## src/rtl/ifu_fetch_buffer.sv

```systemverilog
// ifu_fetch_buffer
// IFU-side instruction fetch buffer. On a start pulse it streams a programmed
// number of 64-bit words from instruction memory into a local FIFO, limiting
// requests so the FIFO can never overflow, and answers IDU read requests
// with one-cycle latency.
//
// Optional build feature: define IFU_FETCH_ERR_CHK_EN to enable the sticky
// protocol-error flag fetch_err (spurious memory response, or start pulse
// while busy). Without it fetch_err is tied low.

module ifu_fetch_buffer #(
  parameter int FIFO_IFU_WIDTH = 64,
  parameter int DEPTH          = 16,
  parameter int ADDR_WIDTH     = 16,
  parameter int CNT_WIDTH      = 16
) (
  input  logic                      clk,
  input  logic                      rst,
  input  logic                      fetch_start,
  input  logic [ADDR_WIDTH-1:0]     fetch_base_addr,
  input  logic [CNT_WIDTH-1:0]      fetch_word_cnt,
  output logic                      imem_req,
  output logic [ADDR_WIDTH-1:0]     imem_addr,
  input  logic [FIFO_IFU_WIDTH-1:0] imem_rdata,
  input  logic                      imem_rvalid,
  input  logic                      idu2ifu_rd_rqst,
  output logic                      ifu2idu_fifo_empty,
  output logic [FIFO_IFU_WIDTH-1:0] ifu2idu_rd_data,
  output logic                      ifu2idu_rd_data_vld,
  output logic                      fetch_busy,
  output logic                      fetch_done,
  output logic                      fetch_err
);

  // Pointer width and occupancy/credit counter width (must reach DEPTH).
  localparam int PW = $clog2(DEPTH);
  localparam int CW = $clog2(DEPTH) + 1;
  localparam logic [CW:0] DEPTH_L = (CW+1)'(DEPTH);

  typedef enum logic [1:0] {
    S_IDLE  = 2'd0,
    S_FETCH = 2'd1,
    S_DRAIN = 2'd2,
    S_DONE  = 2'd3
  } state_t;

  state_t                    state_q;
  logic [ADDR_WIDTH-1:0]     addr_q;
  logic [CNT_WIDTH-1:0]      remain_q;
  logic [CW-1:0]             outstanding_q;
  logic [CW-1:0]             outstanding_d;
  logic [CW-1:0]             fifo_count_q;
  logic [CW-1:0]             fifo_count_d;
  logic [PW-1:0]             wr_ptr_q;
  logic [PW-1:0]             rd_ptr_q;
  logic [FIFO_IFU_WIDTH-1:0] mem_q [DEPTH];
  logic [FIFO_IFU_WIDTH-1:0] rd_data_q;
  logic                      rd_vld_q;

  logic [CW:0]               credit_sum_s;
  logic                      issue_s;
  logic                      push_s;
  logic                      pop_s;

  // A request may only be issued while every in-flight word still has a
  // guaranteed FIFO slot; pops in the same cycle are deliberately ignored.
  assign credit_sum_s = {1'b0, fifo_count_q} + {1'b0, outstanding_q};
  assign issue_s      = (state_q == S_FETCH) && (credit_sum_s < DEPTH_L);

  // Responses are only accepted against an outstanding request; this also
  // discards anything still in flight from before a reset.
  assign push_s = imem_rvalid && (outstanding_q != '0);
  assign pop_s  = idu2ifu_rd_rqst && (fifo_count_q != '0);

  assign imem_req            = issue_s;
  assign imem_addr           = issue_s ? addr_q : '0;
  assign ifu2idu_fifo_empty  = (fifo_count_q == '0);
  assign ifu2idu_rd_data     = rd_data_q;
  assign ifu2idu_rd_data_vld = rd_vld_q;
  assign fetch_busy          = (state_q != S_IDLE);
  assign fetch_done          = (state_q == S_DONE);

  // Fetch sequencer: program latch, address/count stepping and state walk.
  always_ff @(posedge clk) begin
    if (!rst) begin
      state_q  <= S_IDLE;
      addr_q   <= '0;
      remain_q <= '0;
    end else begin
      case (state_q)
        S_IDLE: begin
          if (fetch_start) begin
            if (fetch_word_cnt != '0) begin
              state_q  <= S_FETCH;
              addr_q   <= fetch_base_addr;
              remain_q <= fetch_word_cnt;
            end else begin
              state_q  <= S_DONE;
            end
          end
        end
        S_FETCH: begin
          if (issue_s) begin
            addr_q   <= addr_q + ADDR_WIDTH'(1);
            remain_q <= remain_q - CNT_WIDTH'(1);
            if (remain_q == CNT_WIDTH'(1)) begin
              state_q <= S_DRAIN;
            end
          end
        end
        S_DRAIN: begin
          if (outstanding_q == '0) begin
            state_q <= S_DONE;
          end
        end
        S_DONE: begin
          state_q <= S_IDLE;
        end
        default: begin
          state_q <= S_IDLE;
        end
      endcase
    end
  end

  // Next value of the in-flight request counter (issue adds, response retires).
  always_comb begin
    outstanding_d = outstanding_q;
    case ({issue_s, push_s})
      2'b10:   outstanding_d = outstanding_q + CW'(1);
      2'b01:   outstanding_d = outstanding_q - CW'(1);
      default: outstanding_d = outstanding_q;
    endcase
  end

  // Next FIFO occupancy; a simultaneous push and pop leaves it unchanged.
  always_comb begin
    fifo_count_d = fifo_count_q;
    case ({push_s, pop_s})
      2'b10:   fifo_count_d = fifo_count_q + CW'(1);
      2'b01:   fifo_count_d = fifo_count_q - CW'(1);
      default: fifo_count_d = fifo_count_q;
    endcase
  end

  // FIFO bookkeeping: pointers, occupancy and outstanding-request count.
  always_ff @(posedge clk) begin
    if (!rst) begin
      wr_ptr_q      <= '0;
      rd_ptr_q      <= '0;
      fifo_count_q  <= '0;
      outstanding_q <= '0;
    end else begin
      if (push_s) begin
        wr_ptr_q <= wr_ptr_q + PW'(1);
      end
      if (pop_s) begin
        rd_ptr_q <= rd_ptr_q + PW'(1);
      end
      fifo_count_q  <= fifo_count_d;
      outstanding_q <= outstanding_d;
    end
  end

  // FIFO storage; contents need no reset since occupancy gates every read.
  always_ff @(posedge clk) begin
    if (rst && push_s) begin
      mem_q[wr_ptr_q] <= imem_rdata;
    end
  end

  // IDU read port: registered data with one-cycle latency, held when idle.
  always_ff @(posedge clk) begin
    if (!rst) begin
      rd_data_q <= '0;
      rd_vld_q  <= 1'b0;
    end else begin
      if (pop_s) begin
        rd_data_q <= mem_q[rd_ptr_q];
        rd_vld_q  <= 1'b1;
      end else begin
        rd_vld_q  <= 1'b0;
      end
    end
  end

`ifdef IFU_FETCH_ERR_CHK_EN
  logic err_q;
  logic err_arm_q;

  // Sticky protocol-error flag. Spurious-response detection is armed only
  // once a program has been started after reset, so words still in flight
  // from before a reset are dropped without being reported.
  always_ff @(posedge clk) begin
    if (!rst) begin
      err_q     <= 1'b0;
      err_arm_q <= 1'b0;
    end else begin
      if (fetch_start && (state_q == S_IDLE)) begin
        err_arm_q <= 1'b1;
      end
      if ((imem_rvalid && (outstanding_q == '0) && err_arm_q) ||
          (fetch_start && (state_q != S_IDLE))) begin
        err_q <= 1'b1;
      end
    end
  end

  assign fetch_err = err_q;
`else
  assign fetch_err = 1'b0;
`endif

endmodule

```

## config.mk

```make
export PLATFORM = sky130hd
export DESIGN_NAME = ifu_fetch_buffer
export DESIGN_NICKNAME = d
export VERILOG_FILES = /design/src/rtl/ifu_fetch_buffer.sv
export SDC_FILE = /design/constraint.sdc
export NUM_CORES = 1
export LEC_CHECK = 0
export BUFFER_PORTS_ARGS = -buffer_cell sky130_fd_sc_hd__buf_2
export CAP_MARGIN = 20
export CORE_MARGIN = 2
export CORE_UTILIZATION = 52
export CTS_BUF_LIST = sky130_fd_sc_hd__clkbuf_16
export DETAILED_ROUTE_END_ITERATION = 8
export PLACE_DENSITY = 0.77
export SLEW_MARGIN = 15
export SYNTH_ARGS = -nofsm -noshare
export SYNTH_HDL_FRONTEND = slang
export SYNTH_SLANG_ARGS = --single-unit
```

## constraint.sdc

```tcl
create_clock -name clk -period 7.8 [get_ports clk]
set_input_delay 0.39 -clock clk [delete_from_list [all_inputs] [get_ports clk]]
set_output_delay 0.39 -clock clk [all_outputs]
set_load 0.02 [all_outputs]
```

==> results of run 1 <==
-- layout make-up --
cell class / count / area, sq um / area share (%)
inverters: 16 / 60.06 / 0.1194
clock inverters: 95 / 968.4 / 1.926
repair buffers: 230 / 1336 / 2.657
diodes: 9 / 22.52 / 0.04479
well taps: 1144 / 1431 / 2.847
flip-flops and latches: 1141 / 33110 / 65.84
clock buffers: 108 / 2703 / 5.375
multi-input cells: 891 / 10660 / 21.19
-- metal layers --
layer	up-vias	GRT usage (%)	wire (um)
met4	14	7.998	2591
met1	11940	32.88	39100
li1	9413	-	-
met2	1488	41.18	54340
met5	-	0	85
met3	188	5.621	11450
-- through the flow --
step,setup WS (ns),hold WS (ns)
floorplan,3.553,0.4465
global placement,3.989,0.4343
detailed placement,3.865,0.4370
CTS,3.856,0.01352
global route,3.549,0.02834
finish,3.779,0.03687
-- cells by family (layout without fill, tap and decap cells) --
| group | after synthesis | count (layout) |
|---|---|---|
| and+or+nand+nor | 327 | 327 |
| muxes | 331 | 331 |
| xor gates and xnor gates | 13 | 13 |
| buffers and inverters | 140 | 449 |
| adders and majority gates | 26 | 26 |
| AOI/OAI and AO/OA | 193 | 193 |
| other | 1 | 10 |
| DFF | 1141 | 1141 |
-- critical path, delay by kind of cell (launching register included) --
kind                     cells  cell delay [ns]
AO/OA/AOI/OAI                5             1.03
XOR/XNOR                     1             0.19
adder cells (fa/ha/maj)      3             0.86
buffers and inverters        1             0.18
flip-flops                   1             0.51
AND/OR/NAND/NOR              3             1.17
-- power by group through the flow --
stage | Clock (mW) | Sequential (mW) | Combinational, mW
CTS | 5.48 | 7.29 | 3.40
global route | 5.69 | 7.33 | 3.64
finish | 5.42 | 7.29 | 3.40
global placement | 0 | 7.38 | 3.23
floorplan | 0 | 7.42 | 2.42
detailed placement | 0 | 7.41 | 3.33
-- final timing paths --
path,cells past startpoint,end,slack (ns)
worst min-delay path,3,remain_q[3],0.04
worst max register to register,13,outstanding_q[4],3.78
worst max-delay path,13,outstanding_q[4],3.78
worst min register to register,2,ifu2idu_rd_data[9],0.45
-- timing repair --
action                                 in CTS  in global routing
hold buffers                                2                  0
endpoints found under the hold margin       2                  0
setup buffers                               0                  0
-- flip-flops by register name, summed over array words and instances (netlist names), 4 cells and up --
register	cells
rd_ptr_q	4
ifu2idu_rd_data	64
remain_q	16
outstanding_q	5
wr_ptr_q	4
addr_q	16
mem_q	1024
fifo_count_q	5
-- cells in the final DEF, fill, tap and decap left out, drive strengths merged, types with 6 or more instances in the layout --
| master | instances |
|---|---|
| nor3 | 18 |
| or3 | 6 |
| nand3 | 13 |
| xor2 | 8 |
| inv | 43 |
| mux4 | 320 |
| clkbuf | 108 |
| mux2i | 9 |
| bufinv | 18 |
| clkinv | 46 |
| nor4 | 10 |
| a211oi | 10 |
| ha | 25 |
| o31ai | 10 |
| and2 | 17 |
| nand2 | 169 |
| a31oi | 7 |
| o311ai | 10 |
| dfxtp | 117 |
| a21oi | 23 |
| nand4 | 9 |
| o21ai | 80 |
| nor2 | 58 |
| nor2b | 6 |
| diode | 9 |
| buf | 228 |
| edfxtp | 1024 |
==> flow_summary_export.csv, run 1 <==
group,metric,value,unit
finish,fin_nets,2515,
critical_path,crit_slowest_cell,"and3_1",
grt,antenna_found_initial,15,
die,core-area,84750,sq um
detailed_routing,viasPerCell,6.340,
critical_path,startpoint_type,"register",
synthesis,ys_seq_area_share,74.73,%
critical_path,path_cells,"ha_1 > and4_1 > o21ai_1 > and3_1 > inv_1 > ha_1 > xor2_1 > ha_1 > a211o_1 > a21oi_1 > a221oi_1 > or3_1 > a21oi_1",
worst_hold_path,hold_start,"fetch_word_cnt[3]",
cts,htreeDepth,3,
detailed_routing,drtPass1Iterations,7,
die,initial_core_util,52.25,%
sta,grt_setup_unrepaired,"false",
synthesis,yosysMostFrequentCell,"edfxtp_1",
finish,area_growth,13.55,%
synthesis,async_reset_ff_share,0,%
finish,final_cells,3634,
power,p_per_area,320.3,nW/um^2
sta,period_needed,4.021,ns
critical_path,timing.rr.start,"outstanding_q[1]",
sta,final.setup.tns,0,ns
finish,fillers,5682,
sta,finalCritPeriodShare,51.55,%
critical_path,crit_type,"register to register",
critical_path,cp-startpoint,"outstanding_q[1]",
synthesis,synth-adder-area-share,0.7516,%
synthesis,synth_edf_count,1024,
synthesis,ys_seq_elements,1141,
cts,cts_buffers,108,
synthesis,synthXorXnorAreaFrac,0.2571,%
critical_path,cp_max_fo,21,
finish,utilization,59.34,%
detailed_routing,drcViolationCount,0,
power,power,16.11,mW
power,clockPowerShare,33.7,%
placed_design,gp_congestion,0.8703,
synthesis,syn_nets,2299,
sta,fmaxAchievable,248.7,MHz
power,p_int,11.61,mW
critical_path,critical-path-max-stage-delay,0.64,ns
synthesis,syn_inst,2172,
cts,post_cts_resized,0,
power,p_comb_share,21.1,%
synthesis,synth-main-ff-cell,"edfxtp_1",
cts,cts_tree,"built",
worst_hold_path,hp-class,"input port to register",
synthesis,yosys.area_share.simple,3.362,%
grt,grt_pass1_wl,157000,um
detailed_routing,drt-total-wl,107600,um
flow_run,max_cap_viol_count,0,
sta,setup_viol,0,
critical_path,cp.required,8.40,ns
synthesis,yosys-top-cells-count,"edfxtp_1 (1,024), mux4_2 (320), nand2_1 (169), dfxtp_1 (117), clkbuf_1 (77)",
cts,clock_path_buffers,3,
synthesis,synth.avg_cell_area,20.39,sq um
synthesis,ys_types,72,
critical_path,crit_path_frequent_cell,"ha_1",
critical_path,cp.arrival,4.62,ns
cts,clock_latency,0.68,ns
sta,maxSlewViolCount,0,
placed_design,dp_hpwl,51880,um
synthesis,ys.warnings.count,0,
detailed_routing,drtIter0Drc,2585,
cts,clkTransAtPathRegs,0.06,ns
synthesis,synth.largest_area_cell,"edfxtp_1",
placed_design,dp.cells,3418,
run_status,status,"complete, no violations",
power,pwr-share-seq,45.3,%
placed_design,dpl_cell_area,46520,sq um
power,p_leak,15.95,nW
die,die_h,295.8,um
detailed_routing,ant_nets,0,
grt,grt_max_degree,137,
sta,fin_skew,0.02891,ns
finish,final_area,50280,sq um
cts,numClockSinks,1141,
power,p_sw,4.493,mW
synthesis,ys_top_cells_by_area,"edfxtp_1 (69%), mux4_2 (16%), dfxtp_1 (5.3%)",
cts,cts-root-buf,"clkbuf_16",
sta,finalHoldViolCount,0,
synthesis,synth.top_cell.area_share,69.44,%
power,ir_worst_vdd,0.2324,mV
detailed_routing,vias,23040,
die,die_w,295.8,um
grt,grt_pass1_vias,23560,
placed_design,portBuffers,185,
grt,overflow,0,
sta,slew_headroom,23.31,%
critical_path,crit_path_end_kind,"register",
grt,grtUsageTotal,24.81,%
synthesis,muxShareOfSynthArea,16.54,%
finish,layout-drive-gt1-share,29.83,%
synthesis,synth_top_family_by_area,"multiplexers",
synthesis,syn_area,44280,sq um
synthesis,synth_compound_area_share,2.837,%
die,ios,187,
power,netSwitchingFraction,27.90,%
detailed_routing,avgRoutedWirePerCell,29.60,um
die,rows,107,
sta,tightestPinTransition,1.150,ns
die,die_area,87510,sq um
Note: power is estimated with default switching activity, not from simulation.
==> inputs of run 2 (changes only) <==
--- a/config.mk
+++ b/config.mk
@@ -5,13 +5,14 @@
 export SDC_FILE = /design/constraint.sdc
 export NUM_CORES = 1
 export LEC_CHECK = 0
+export ABC_AREA = 1
 export BUFFER_PORTS_ARGS = -buffer_cell sky130_fd_sc_hd__buf_2
 export CAP_MARGIN = 20
 export CORE_MARGIN = 2
 export CORE_UTILIZATION = 52
 export CTS_BUF_LIST = sky130_fd_sc_hd__clkbuf_16
 export DETAILED_ROUTE_END_ITERATION = 8
-export PLACE_DENSITY = 0.77
+export PLACE_DENSITY = 0.8
 export SLEW_MARGIN = 15
 export SYNTH_ARGS = -nofsm -noshare
 export SYNTH_HDL_FRONTEND = slang
==> constraint.sdc (replaced) <==
create_clock -name clk -period 3.43 [get_ports clk]
set_input_delay 0.1715 -clock clk [delete_from_list [all_inputs] [get_ports clk]]
set_output_delay 0.1715 -clock clk [all_outputs]
set_load 0.02 [all_outputs]
==> run 2 against run 1 <==
Flip-flop and latch count stayed put. Total power rose by 130%. Clock skew increased by 0.0044 ns. Worst setup slack got worse by 3.5 ns. Via count increased by 38%. Wire length up 7.9%. Sequential share of layout area decreased by 3.4 points. Combinational power grew to 2.9 times the previous value. Critical path type unchanged. Largest cell class unchanged.
==> flow_summary_export.csv, run 2 <==
group,metric,value,unit
critical_path,crit_path_frequent_cell,"buf_4",
placed_design,dp_hpwl,57650,um
cts,clkTransAtPathRegs,0.06,ns
die,ios,187,
finish,multi_input_area,11420,sq um
synthesis,muxShareOfSynthArea,0,%
grt,antenna_found_initial,5,
critical_path,cp_max_fo,36,
critical_path,crit_type,"register to register",
sta,period_needed,3.139,ns
detailed_routing,drcViolationCount,0,
placed_design,gp_congestion,0.8556,
critical_path,worst-path-buf-inv,5,
cts,post_cts_resized,0,
critical_path,crit_slowest_cell,"dlygate4sd3_1",
cts,clock_latency,0.69,ns
critical_path,reg2regPathDepth,11,
die,initial_core_util,52.33,%
finish,final_common_cell,"edfxtp_1",
critical_path,timing.rr.start,"state_q[1]",
finish,layout-drive-gt1-share,10.54,%
finish,most-common-layout-cells,"edfxtp_1 (1,024), nor2_1 (943), o21ai_0 (419)",
power,pwr-share-seq,43.6,%
die,die_w,301.8,um
grt,grtUsageTotal,25.03,%
finish,area_growth,15.00,%
synthesis,ys_seq_elements,1141,
critical_path,cp.required,3.98,ns
synthesis,syn_nets,4002,
cts,cts-root-buf,"clkbuf_16",
critical_path,critical-path-max-stage-delay,0.57,ns
critical_path,crit_path_end_kind,"register",
sta,hold_slack,0.03807,ns
run_status,status,"complete, no violations",
synthesis,synth.top_cell.area_share,66.70,%
synthesis,synth-adder-area-share,0.7219,%
synthesis,ys.warnings.count,0,
sta,maxSlewViolCount,0,
sta,tightestPinTransition,0.8993,ns
critical_path,r2r-end,"addr_q[8]",
die,die_h,301.8,um
synthesis,syn_inst,3875,
critical_path,ff2ff_setup_slack,0.29,ns
synthesis,synth-main-ff-cell,"edfxtp_1",
sta,timing.final.ws_setup,0.2910,ns
grt,grt_max_degree,184,
synthesis,synth_compound_area_share,10.66,%
synthesis,ys_types,38,
sta,fin_skew,0.03329,ns
synthesis,yosys.area_share.simple,12.75,%
synthesis,yosys-top-cells-count,"edfxtp_1 (1,024), nor2_1 (959), o21ai_0 (419), nand3_1 (315), o211ai_1 (256)",
die,die_area,91050,sq um
power,power,37.62,mW
detailed_routing,vias,31740,
finish,largest_register_ff_count,1024,
synthesis,synth_top_family_by_area,"simple AND/OR/NAND/NOR gates",
detailed_routing,drtPass1Iterations,9,
finish,fin_nets,4225,
placed_design,dpl_cell_area,48520,sq um
flow_run,max_cap_viol_count,0,
cts,htreeDepth,3,
grt,grt_pass1_wl,175800,um
synthesis,syn_area,46100,sq um
die,rows,109,
synthesis,ys_top_cells_by_area,"edfxtp_1 (67%), nor2_1 (7.8%), dfxtp_1 (5.1%)",
power,p_per_area,709.6,nW/um^2
detailed_routing,avgRoutedWirePerCell,21.65,um
power,ir_worst_vdd,0.6700,mV
sta,finalHoldViolCount,0,
finish,utilization,60.17,%
finish,seqCellArea,33110,sq um
finish,regMostFlops,"mem_q",
critical_path,path_cells,"inv_1 > ha_1 > buf_4 > nand2_1 > nand2_1 > buf_4 > nand3_2 > buf_4 > nor2_1 > nor2_1 > dlygate4sd3_1",
power,netSwitchingFraction,32.81,%
synthesis,synth.largest_area_cell,"edfxtp_1",
power,p_sw,12.34,mW
detailed_routing,drt-total-wl,116000,um
synthesis,synth_edf_count,1024,
synthesis,synthXorXnorAreaFrac,0.3610,%
sta,grt_setup_unrepaired,"false",
synthesis,yosysMostFrequentCell,"edfxtp_1",
power,p_comb_share,26.2,%
sta,finalCritPeriodShare,91.51,%
cts,numClockSinks,1141,
worst_hold_path,hp-class,"input port to register",
synthesis,synth.avg_cell_area,11.90,sq um
cts,clock_path_buffers,3,
synthesis,async_reset_ff_share,0,%
placed_design,portBuffers,185,
power,clockPowerShare,30.2,%
critical_path,endpoint,"addr_q[8]",
power,p_int,25.28,mW
die,core-area,88100,sq um
detailed_routing,ant_nets,0,
grt,grt_pass1_vias,30500,
grt,overflow,0,
critical_path,crit_cells,11,
critical_path,crit_family,"buffers and inverters",
critical_path,cp-startpoint,"state_q[1]",
detailed_routing,viasPerCell,5.924,
cts,cts_buffers,108,
finish,fillers,6526,
placed_design,pre_cts_slack,0.7185,ns
sta,fmaxAchievable,318.6,MHz
power,p_leak,18.53,nW
finish,final_area,53010,sq um
cts,cts_tree,"built",
sta,setup_viol,0,
synthesis,ys_seq_area_share,71.78,%
detailed_routing,drtIter0Drc,4494,
critical_path,startpoint_type,"register",
critical_path,cp.arrival,3.69,ns
sta,slew_headroom,40.05,%
==> run 2: cells by family after synthesis <==
group / after synthesis
compound gates: 848
flops: 1141
simple gates: 1450
other cells: 1
buf+inv: 390
fa+ha+maj: 26
xor+xnor: 19
==> run 2: timing repair <==
item,4_1_cts,5_1_grt
buffers inserted,0,0
hold endpoints to repair,1061,0
hold buffers,109,0
==> run 2: routing by layer <==
layer,share of wire [%],GRT usage [%],vias to the layer above
li1,-,-,14360
met1,39,33.80,15270
met2,49,41.54,1801
met3,9.6,3.778,303
met4,3.1,9.041,8
met5,0.041,0,-
==> run 2: worst min path at each step <==
stage                          from             endpoint  slack, ns  cells after the start
floorplan             imem_rdata[0]          mem_q[0][0]       0.27                      0
finish              idu2ifu_rd_rqst  ifu2idu_rd_data_vld       0.04                      3
global route        idu2ifu_rd_rqst  ifu2idu_rd_data_vld       0.04                      3
detailed placement      remain_q[1]          remain_q[1]       0.46                      2
CTS                 idu2ifu_rd_rqst  ifu2idu_rd_data_vld      0.001                      3
global placement        remain_q[1]          remain_q[1]       0.46                      2
==> run 2: power by group through the flow <==
stage | Combinational [mW] | Clock, mW | Sequential, mW
6_report | 9.86 | 11.4 | 16.4
5_1_grt | 10.9 | 12.0 | 16.5
4_1_cts | 9.77 | 11.4 | 16.4
3_5_place_dp | 9.44 | 0 | 16.7
3_3_place_gp | 9.14 | 0 | 16.7
2_1_floorplan | 6.57 | 0 | 16.9
==> run 2: worst register-to-register path, delay by kind of cell (launching register included) <==
family | cells | cell delay, ns
buffers and inverters | 5 | 1.69
AND/OR/NAND/NOR | 5 | 0.82
flip-flops | 1 | 0.32
adder cells (fa/ha/maj) | 1 | 0.19
==> run 2: cell type report <==
cell class	instances	share of cell area, %
clock buffer	108	5.098
multi-input combinational	2344	21.53
sequential	1141	62.45
clock inverter	96	1.317
tap	1165	2.750
inverter	137	1.029
antenna	1	0.004720
timing repair buffer	366	5.820
==> run 2: stage by stage <==
step           std cells  TNS (ns)
2_1_floorplan       3875   -578.25
3_3_place_gp        5044         0
3_5_place_dp        5044         0
4_1_cts             5357         0
5_1_grt             5357         0
6_report            5358         0
